<file path="src/rtl/simon_pkg.sv">
// Shared types and helpers for the sequence loader.
// Holds the FSM encoding and the LFSR step/seed rules.
package simon_pkg;

  typedef enum logic [1:0] {
    S_IDLE  = 2'd0,
    S_FETCH = 2'd1,
    S_WRITE = 2'd2,
    S_DONE  = 2'd3
  } state_t;

  localparam logic [15:0] LFSR_SEED_DFLT = 16'hACE1;

  // Right-shifting Fibonacci step, x^16+x^14+x^13+x^11+1.
  function automatic logic [15:0] lfsr_next(
    input logic [15:0] v
  );
    logic fb;
    fb = v[0] ^ v[2] ^ v[3] ^ v[5];
    return {fb, v[15:1]};
  endfunction

  // An all-zero seed would lock the LFSR.
  function automatic logic [15:0] seed_fix(
    input logic [15:0] s
  );
    return (s == 16'd0) ? LFSR_SEED_DFLT : s;
  endfunction

endpackage

</file>
<file path="src/rtl/simon_lfsr16.sv">
// 16-bit Fibonacci LFSR with synchronous load.
// A zero seed is replaced by the default seed.
module simon_lfsr16
  import simon_pkg::*;
(
  input  logic        clk,
  input  logic        reset,
  input  logic        load,
  input  logic [15:0] seed,
  input  logic        step,
  output logic [15:0] value
);

  // Load has priority over step.
  always_ff @(posedge clk or posedge reset) begin
    if (reset) begin
      value <= LFSR_SEED_DFLT;
    end else if (load) begin
      value <= seed_fix(seed);
    end else if (step) begin
      value <= lfsr_next(value);
    end
  end

endmodule

</file>
<file path="src/rtl/level_seq_loader.sv">
// Loads DEPTH colour entries into sequence memory,
// either copied from ROM or filled from an LFSR.
module level_seq_loader
  import simon_pkg::*;
#(
  parameter  int DEPTH   = 8,
  parameter  int COLOR_W = 2,
  parameter  int ROM_LAT = 1,
  localparam int ADDR_W  = $clog2(DEPTH)
) (
  input  logic               clk,
  input  logic               reset,
  input  logic               start,
  input  logic               mode,
  input  logic [15:0]        seed,
  output logic [ADDR_W-1:0]  rom_addr,
  input  logic [COLOR_W-1:0] rom_data,
  output logic [ADDR_W-1:0]  mem_addr,
  output logic [COLOR_W-1:0] mem_data,
  output logic               mem_we,
  output logic               busy,
  output logic               done
);

  localparam int WAIT_W =
    (ROM_LAT > 1) ? $clog2(ROM_LAT) : 1;
  localparam logic [ADDR_W-1:0] LAST =
    ADDR_W'(DEPTH - 1);
  localparam logic [WAIT_W-1:0] WAIT_END =
    WAIT_W'(ROM_LAT - 1);

  state_t              state;
  logic                mode_q;
  logic [ADDR_W-1:0]   idx;
  logic [WAIT_W-1:0]   wcnt;
  logic [15:0]         lfsr_val;
  logic [15:0]         lfsr_nx;
  logic [15:0]         seed_eff;
  logic                lfsr_load;
  logic                lfsr_step;
  logic                unused_bits;

  assign lfsr_load = (state == S_IDLE) && start;
  assign lfsr_step = (state == S_WRITE);
  assign lfsr_nx   = lfsr_next(lfsr_val);
  assign seed_eff  = seed_fix(seed);

  // Only the low COLOR_W bits reach the memory.
  assign unused_bits = ^{lfsr_nx, seed_eff};

  simon_lfsr16 u_lfsr (
    .clk   (clk),
    .reset (reset),
    .load  (lfsr_load),
    .seed  (seed),
    .step  (lfsr_step),
    .value (lfsr_val)
  );

  // Sequencer: outputs are set on entry to each state.
  always_ff @(posedge clk or posedge reset) begin
    if (reset) begin
      state    <= S_IDLE;
      mode_q   <= 1'b0;
      idx      <= '0;
      wcnt     <= '0;
      rom_addr <= '0;
      mem_addr <= '0;
      mem_data <= '0;
      mem_we   <= 1'b0;
      busy     <= 1'b0;
      done     <= 1'b0;
    end else begin
      mem_we <= 1'b0;
      done   <= 1'b0;
      unique case (state)
        S_IDLE: begin
          if (start) begin
            mode_q <= mode;
            idx    <= '0;
            wcnt   <= '0;
            busy   <= 1'b1;
            if (mode) begin
              state    <= S_WRITE;
              mem_we   <= 1'b1;
              mem_addr <= '0;
              mem_data <= seed_eff[COLOR_W-1:0];
            end else begin
              state    <= S_FETCH;
              rom_addr <= '0;
            end
          end
        end
        S_FETCH: begin
          if (wcnt == WAIT_END) begin
            state    <= S_WRITE;
            mem_we   <= 1'b1;
            mem_addr <= idx;
            mem_data <= rom_data;
          end else begin
            wcnt <= wcnt + 1'b1;
          end
        end
        S_WRITE: begin
          if (idx == LAST) begin
            state <= S_DONE;
            busy  <= 1'b0;
            done  <= 1'b1;
          end else begin
            idx <= idx + 1'b1;
            if (mode_q) begin
              mem_we   <= 1'b1;
              mem_addr <= idx + 1'b1;
              mem_data <= lfsr_nx[COLOR_W-1:0];
            end else begin
              state    <= S_FETCH;
              wcnt     <= '0;
              rom_addr <= idx + 1'b1;
            end
          end
        end
        S_DONE: begin
          state <= S_IDLE;
        end
        default: begin
          state <= S_IDLE;
        end
      endcase
    end
  end

endmodule

</file>
<file path="config.mk">
export PLATFORM = sky130hd
export DESIGN_NAME = level_seq_loader
export DESIGN_NICKNAME = d
export VERILOG_FILES = /design/src/rtl/simon_pkg.sv /design/src/rtl/simon_lfsr16.sv /design/src/rtl/level_seq_loader.sv
export SDC_FILE = /design/constraint.sdc
export NUM_CORES = 1
export LEC_CHECK = 0
export BUFFER_PORTS_ARGS = -buffer_cell sky130_fd_sc_hd__buf_4
export CORE_MARGIN = 5
export CORE_UTILIZATION = 55
export CTS_CLUSTER_SIZE = 8
export DETAILED_ROUTE_END_ITERATION = 8
export GPL_ROUTABILITY_DRIVEN = 0
export GPL_TIMING_DRIVEN = 0
export PLACE_DENSITY_LB_ADDON = 0.1
export SLEW_MARGIN = 20
export SYNTH_ARGS = -nofsm -noshare
export SYNTH_HDL_FRONTEND = slang
export SYNTH_HIERARCHICAL = 1
export SYNTH_SLANG_ARGS = --single-unit
</file>
<file path="constraint.sdc">
create_clock -name clk -period 2.24 [get_ports clk]
set_clock_uncertainty 0.05 [all_clocks]
set_input_delay 0.112 -clock clk [delete_from_list [all_inputs] [get_ports clk]]
set_output_delay 0.112 -clock clk [all_outputs]
set_load 0.01 [all_outputs]
</file>
=== After elaboration in Yosys (flattened, before gate mapping) ===
Cells that the tools add are included.
Widths: inputs -> output; s select.

* Add/subtract/negate cells: 2
* Multipliers: 0
* Divide/modulo/power cells: 0
* $lt $le $gt $ge: 0
* Eq/ne operators: 13
* Shift operators: 0
* Multiplexer cells: 45
* Bitwise gates (word level): 3
* Reductions and logical operators: 13

{| class="wikitable"
|+ Operator list
! operator !! number
|-
| $mux 16 || 3
|-
| $mux 3 || 11
|-
| $mux 2 || 10
|-
| $logic_not 16->1 || 1
|-
| $ne 2x2->1 const B || 7
|-
| $mux 1 || 13
|-
| $pmux 3 s2 || 2
|-
| $pmux 3 s3 || 1
|-
| $reduce_and 3->1 || 3
|-
| $pmux 2 s4 || 1
|-
| $pmux 1 s3 || 2
|-
| $pmux 2 s3 || 1
|-
| $reduce_and 6->1 || 1
|-
| $reduce_and 5->1 || 1
|-
| $eq 2x2->1 const B || 2
|-
| $reduce_and 4->1 || 1
|-
| $reduce_bool 2->1 || 2
|-
| $add 3x1->3 const B || 1
|-
| $eq 3x3->1 const B || 1
|-
| $ne 3x2->1 const B || 1
|-
| $reduce_bool 3->1 || 1
|-
| $xor 1x1->1 || 3
|-
| $eq 2x1->1 const B || 1
|-
| $logic_not 2->1 || 1
|-
| other kinds (5) || 5
|}

* Register bits: 34
* Bits in latches: 0
* Memory bits (writable): 0
* Bits in read-only memories: 0
* Bits of input ports: 22
* Word-level logic and storage cells: 87
* Memories kept: 0

=== Longest topological paths before layout ===
Gate-level depths: netlist of the first run.

* Word-level depth: 5
* Gate-level depth with buffers: 8

=== By module ===
Netlist of the first run, hierarchy kept.

{| class="wikitable"
|+ By module, submodules not included
! module !! instances !! cells an instance !! area an instance (um^2) !! seq. area each (um^2)
|-
| level_seq_loader || 1 || 105 || 962.2 || 425.4
|-
| simon_lfsr16 || 1 || 72 || 850.8 || 410.4
|}

=== Least setup slack after synthesis of the first run ===
OpenSTA, ideal clock, no wires.

* Kind: register to register
* Start point: register idx[0]
* End point: register rom_addr[0]
* Setup time: 0.125 ns
* Arrival: 1.659 ns
* Required time: 2.065 ns
* Path slack: 0.406 ns
* Stages on the path, launching flop included: 8
* Path buffers: 1
* Cell sequence: dfrtp_1 ha_1 ha_1 buf_6 o21ai_0 o21ai_0 a21oi_2 mux2_2

* Cells in the longest elaborated chain, start to end: 4

{| class="wikitable"
|+ Ends and longest elaborated chain
! element !! RTL line !! text
|-
| start: declaration || level_seq_loader.sv:34 || <nowiki>logic [ADDR_W-1:0] idx;</nowiki>
|-
| start signal: assignment || level_seq_loader.sv:110 || <nowiki>idx <= idx + 1'b1;</nowiki>
|-
| $add 3x1->3 || level_seq_loader.sv:118 || <nowiki>rom_addr <= idx + 1'b1;</nowiki>
|-
| $mux 3 || level_seq_loader.sv:111 || <nowiki>if (mode_q) begin</nowiki>
|-
| $mux 3 || level_seq_loader.sv:105 || <nowiki>if (idx == LAST) begin</nowiki>
|-
| $pmux 3 s2 || level_seq_loader.sv:76 || <nowiki>unique case (state)</nowiki>
|-
| end signal: assignment || level_seq_loader.sv:118 ||
|-
| end: declaration || level_seq_loader.sv:16 || <nowiki>output logic [ADDR_W-1:0] rom_addr,</nowiki>
|}

Parallel ways exist; a longest one is shown, timed or not. The select of a mux whose other input is x is not followed.
A chain may end at the register's enable or synchronous reset.

=== Final worst setup path of the first run ===
Ends and elaborated chain as after synthesis.

==> results.json, run 1 <==
{
  "power.density_nw_per_um2": 1300,
  "drc_errors": 0,
  "insertion_delay_ns": 0.33,
  "first_pass_iters": 4,
  "drv_cap": 0,
  "routed_wl_mm": 4.74,
  "irDropWorstVdd_v": 0.000907,
  "syn_nets": 206,
  "slew-limit-headroom_pct": 57.1,
  "ios": 33,
  "tritoncts": "built",
  "route.antenna.remaining_nets": 0,
  "worstPathArrival_ns": 2.20,
  "cp.required_ns": 2.41,
  "die-height_um": 67.4,
  "min_period_over_period_pct": 90.4,
  "globalRouteOverflowTotal": 0,
  "viasPerCell": 5.72,
  "place_hpwl_mm": 3.21,
  "tightestPinTransition_ns": 0.642,
  "crit_path_max_fanout": 10,
  "postLayoutCellArea_um2": 2300,
  "p_leak_nw": 1.04,
  "ys_ff_latch": 33,
  "final_util_pct": 74.2,
  "numCtsBuffers": 5,
  "nets": 258,
  "layout_common_cells": "32 x buf_4, 31 x nand2_1, 25 x dfrtp_1",
  "syn_avg_cell_area_um2": 10.2,
  "synthDistinctLibCells": 36,
  "final-setup-viol-count": 0,
  "track_usage_pct": 23.0,
  "finalCriticalPeriod_ns": 2.03,
  "io_buffers": 32,
  "clkPwrFrac_pct": 11.6,
  "hold_viol": 0,
  "start_util_pct": 58.4,
  "grt_pass1_vias": 1633,
  "htree_levels": 2,
  "tns_ns": 0,
  "final_max_slew_viol_count": 0,
  "p_sw_share_pct": 38.7,
  "fmax_ghz": 0.494,
  "power_frac_comb_pct": 51.5,
  "critPathCaptureType": "flop",
  "avgRoutedWirePerCell_um": 17.2,
  "synth.yosys.seq_area_share_pct": 46.1,
  "grt_max_degree": 18,
  "crit_type": "reg2reg",
  "grt_pass1_wl_mm": 7.74,
  "core_area_um2": 3100,
  "path_clk_slew_ns": 0.10,
  "die-area_um2": 4540,
  "cts_buffer_depth": 2,
  "row_count": 20,
  "final_common_cell": "buf_4",
  "cp-start-kind": "flop",
  "layout-drive-gt1-share_pct": 32.2,
  "place_area_um2": 2110,
  "syn_area_um2": 1810,
  "drt_iter0_drc": 159,
  "p_int_w": 0.00184,
  "clock-sinks": 33,
  "cts_root_buf": "clkbuf_4",
  "antenna_found_initial": 0,
  "num_vias": 1578,
  "die_w_um": 67.4,
  "hold_path_class": "in2reg",
  "rsz0062_at_grt": "false",
  "synth_cells": 177,
  "ys_warn_count": 6,
  "area_growth_pct": 27.1,
  "pwr-share-seq_pct": 36.9,
  "status": "finished clean",
  "p_switching_w": 0.00116
}
-- worst max-delay path: stages (launching register included) --
cell and delay [ns]:
dfrtp_1 0.45, ha_1 0.23, ha_1 0.21, buf_6 0.14
o21ai_0 0.12, o21ai_0 0.11, a21oi_2 0.23, mux2_2 0.37
-- area by class of cell --
type / count / area (um2)
tap: 44 / 55.1
buffer: 9 / 67.6
sequential: 33 / 836
fill: 250 / 800
multi-input combinational: 128 / 885
clock buffer: 8 / 58.8
timing repair buffer: 45 / 370
antenna: 2 / 5.00
inverter: 7 / 26.3
-- cell usage after synthesis --
| library cell | count | area, um2 |
|---|---|---|
| nand2_1 | 31 | 116 |
| dfrtp_1 | 25 | 626 |
| o21ai_0 | 20 | 100 |
| mux2i_1 | 10 | 100 |
| dfstp_2 | 8 | 210 |
| mux2_2 | 8 | 90.1 |
| nor4_1 | 8 | 50.1 |
| ha_1 | 7 | 87.6 |
| inv_1 | 7 | 26.3 |
| o22a_2 | 7 | 70.1 |
| o21ai_1 | 5 | 25.0 |
| a22o_1 | 4 | 35.0 |
| buf_2 | 4 | 20.0 |
| a22oi_1 | 3 | 22.5 |
| and2_1 | 3 | 18.8 |
| nand2b_1 | 3 | 18.8 |
| nor2_1 | 3 | 11.3 |
| buf_6 | 2 | 22.5 |
| xnor2_1 | 2 | 17.5 |
| a21oi_1 | 1 | 5.00 |
| a21oi_2 | 1 | 8.76 |
| a221o_1 | 1 | 10.0 |
| a31oi_1 | 1 | 6.26 |
| a32o_1 | 1 | 10.0 |
| and2_4 | 1 | 8.76 |
| and4_1 | 1 | 8.76 |
| buf_8 | 1 | 15.0 |
| clkbuf_1 | 1 | 3.75 |
| clkbuf_2 | 1 | 5.00 |
| mux2_4 | 1 | 15.0 |
| nand2b_4 | 1 | 13.8 |
| nand3b_1 | 1 | 7.51 |
| nand4_1 | 1 | 6.26 |
| nor2b_1 | 1 | 6.26 |
| or3_1 | 1 | 6.26 |
| xor2_1 | 1 | 8.76 |
-- cells by family (layout without fill, tap and decap cells) --
logic type | after synthesis | count (layout) | share of synthesized area (%)
buf+inv | 16 | 69 | 5.11
other cells | 0 | 2 | 0
simple gates | 55 | 55 | 15.0
fa+ha+maj | 7 | 7 | 4.83
compound gates | 44 | 44 | 16.1
flops | 33 | 33 | 46.1
mux | 19 | 19 | 11.3
xor+xnor | 3 | 3 | 1.45
-- stage by stage --
stage | worst slack [ns] | hold WS [ns] | power [W] | instances
finish | 0.214 | 0.0115 | 0.00300 | 276
detailed placement | 0.226 | 0.187 | 0.00262 | 253
global placement | 0.280 | 0.155 | 0.00253 | 253
global route | 0.121 | 0.00300 | 0.00324 | 274
floorplan | 0.406 | -0.0300 | 0.00220 | 177
CTS | 0.201 | 0.00210 | 0.00300 | 274
-- power by group through the flow --
stage	logic [W]	clock network (W)	registers [W]
after floorplan	0.00111	0	0.00109
after global placement	0.00145	0	0.00109
after detailed placement	0.00151	0	0.00112
final	0.00155	0.000347	0.00111
after global routing	0.00172	0.000385	0.00114
after CTS	0.00154	0.000354	0.00111
-- registers in the layout, indices dropped and copies added, names as in the netlist --
signal        flops
busy              1
rom_addr          3
mem_data          2
state             2
idx               3
mem_we            1
mode_q            1
done              1
u_lfsr/value     16
mem_addr          3
-- final timing paths --
kind / startpoint / endpoint / slack (ns) / depth (start not counted)
max: idx[0] / rom_addr[0] / 0.21 / 7
min: mode / mode_q / 0.01 / 3
max reg2reg: idx[0] / rom_addr[0] / 0.21 / 7
min reg2reg: mem_addr[1] / mem_addr[1] / 0.44 / 2
max in group asynchronous: reset / state[0] / 1.35 / 3
min in group asynchronous: reset / u_lfsr/value[1] / 0.37 / 3
-- repair_timing --
item	CTS	global route
hold buffers	13	0
setup endpoints to repair	0	2
gates resized for setup	0	2
buffers inserted	0	0
hold endpoints to repair	37	0
-- metal layers --
metal	vias up	routed length, um	track usage [%]
met5	-	0	0
met1	751	1990	28.0
met4	0	148	10.1
met3	17	300	4.99
li1	735	-	-
met2	75	2300	39.0
(Power assumes the default switching activity.)
==> run 2: changes to the inputs <==
- CORE_UTILIZATION: 55 -> 39
==> run 2 against run 1 <==
Clock-buffer cell count shrank 2. Sequential share of layout area up 1.2 points. Core utilization down 24 points. Die area grew 34%. Sequential cell count is the same. Critical path depth up 1. Final area down 3.2%. Fmax down 1.2%. Wire length shrank 8.4%. Cell count is 1.4% lower. Non-clock buffer count shrank 10. Critical endpoint is now u_lfsr/value[9]. Largest power group unchanged.
==> results.json, run 2 (synthesis results as in run 1) <==
{
  "status": "finished clean",
  "place_hpwl_mm": 3.29,
  "route.antenna.remaining_nets": 0,
  "drt_iter0_drc": 116,
  "cp.required_ns": 2.39,
  "multi_input_area_um2": 885,
  "ios": 33,
  "p_total_w": 0.00305,
  "rsz0062_at_grt": "false",
  "path_cells": "inv_1 > ha_1 > clkbuf_2 > and2_1 > clkbuf_1 > buf_2 > nand2_1 > o21ai_0",
  "io_buffers": 32,
  "worstRegToRegCells": 8,
  "critPathCaptureType": "flop",
  "regMostFlops": "u_lfsr/value",
  "crit_type": "reg2reg",
  "cp-endpoint": "u_lfsr/value[9]",
  "tightestPinTransition_ns": 0.636,
  "antenna_cells": 0,
  "area_growth_pct": 23.1,
  "r2r_end": "u_lfsr/value[9]",
  "track_usage_pct": 15.2,
  "globalRouteOverflowTotal": 0,
  "hold_viol": 0,
  "crit_buf_inv": 4,
  "drc_errors": 0,
  "first_pass_iters": 4,
  "final_common_cell": "buf_4",
  "wl_met1_mm": 2.02,
  "ff2ff_setup_slack_ns": 0.19,
  "worstPathArrival_ns": 2.20,
  "largest_reg_flops": 16,
  "finalCriticalPeriod_ns": 2.05,
  "clock-sinks": 33,
  "final-setup-viol-count": 0,
  "power.density_nw_per_um2": 1370,
  "core_area_um2": 4440,
  "crit_path_max_fanout": 10,
  "crit_cells": 8,
  "cts_buffer_depth": 2,
  "die-area_um2": 6110,
  "final_max_slew_viol_count": 0,
  "die_w_um": 78.2,
  "row_count": 24,
  "avgRoutedWirePerCell_um": 16.0,
  "hold_path_class": "in2reg",
  "critPathTopFamily": "buffers and inverters",
  "insertion_delay_ns": 0.29,
  "place_ws_ns": 0.216,
  "path_clk_slew_ns": 0.07,
  "dr.max_layer_used": "met4",
  "grt_pass1_wl_mm": 7.30,
  "num_vias": 1478,
  "max_stage_delay_ns": 0.42,
  "fmax_ghz": 0.488,
  "cp-start-kind": "flop",
  "setup_ws_ns": 0.190,
  "grt_pass1_vias": 1485,
  "start_util_pct": 40.8,
  "crit_path_top_delay_cell": "dfrtp_1",
  "htree_levels": 2,
  "grt_max_degree": 18,
  "irDropWorstVdd_v": 0.000498,
  "ctsResizeCount": 0,
  "layout-drive-gt1-share_pct": 33.6,
  "regToRegStartpoint": "state[0]",
  "drv_cap": 0,
  "wl_met3_um": 212,
  "final-seq-area_um2": 836,
  "die-height_um": 78.2,
  "slew-limit-headroom_pct": 57.5,
  "layout_common_cells": "32 x buf_4, 31 x nand2_1, 25 x dfrtp_1",
  "min_period_over_period_pct": 91.5,
  "antenna_found_initial": 0,
  "viasPerCell": 5.43,
  "routed_wl_mm": 4.34,
  "tns_ns": 0,
  "wl_met2_mm": 2.06,
  "p_leak_nw": 1.01,
  "cts_root_buf": "clkbuf_8",
  "fillerInstances": 434,
  "tritoncts": "built",
  "nets": 248,
  "numCtsBuffers": 5,
  "startpoint": "state[0]"
}
[run 2: how the worst min path moves through the flow]
stage,end,cells after the start,from
after floorplan,u_lfsr/value[12],1,reset
after global placement,u_lfsr/value[1],2,reset
after detailed placement,u_lfsr/value[1],2,reset
after CTS,u_lfsr/value[12],3,seed[12]
after global routing,u_lfsr/value[2],3,seed[2]
final,u_lfsr/value[3],3,seed[3]
[run 2: tightest hold or removal path, delay by kind of cell]
family	cells	cell delay [ns]
buffers and inverters	1	0.09
AOI/OAI and AO/OA	1	0.06
and+or+nand+nor	1	0.05
[run 2: metal layers]
metal  GRT usage [%]  up-vias
met5               0        -
met4            6.29        0
met3            4.92        9
met2            23.5       52
met1            19.8      705
li1                -      712
[run 2: cell type report]
cell class / count / share of cell area [%]
clock inverters: 2 / 0.449
inverters: 7 / 1.18
flip-flops and latches: 33 / 37.5
repair buffers: 35 / 12.1
well taps: 52 / 2.92
clock buffers: 6 / 3.25
plain buffers: 9 / 2.97
multi-input cells: 128 / 39.7
[run 2: timing repair]
item / 4_1_cts / 5_1_grt
endpoints found under the setup margin: 0 / 0
setup buffers: 0 / 0
endpoints found under the hold margin: 27 / 0
hold buffers: 3 / 0
[run 2: where the power goes]
part / internal (W) / leakage (nW) / total (W) / switching [W]
clock network: 0.000215 / 0.0450 / 0.000432 / 0.000217
registers: 0.000916 / 0.399 / 0.00110 / 0.000182
logic: 0.000759 / 0.565 / 0.00152 / 0.000761
total: 0.00189 / 1.01 / 0.00305 / 0.00116
[run 2: stage by stage]
| step | cells | util, % | hold slack, ns | area, um2 |
|---|---|---|---|---|
| floorplan | 177 | - | -0.0300 | 1810 |
| detailed placement | 261 | 47.7 | 0.177 | 2120 |
| CTS | 272 | 50.2 | 0.0116 | 2230 |
| finish | 272 | 50.2 | 0.0140 | 2230 |
| global placement | 261 | 47.7 | 0.162 | 2120 |
| global route | 272 | 50.2 | 0.000643 | 2230 |
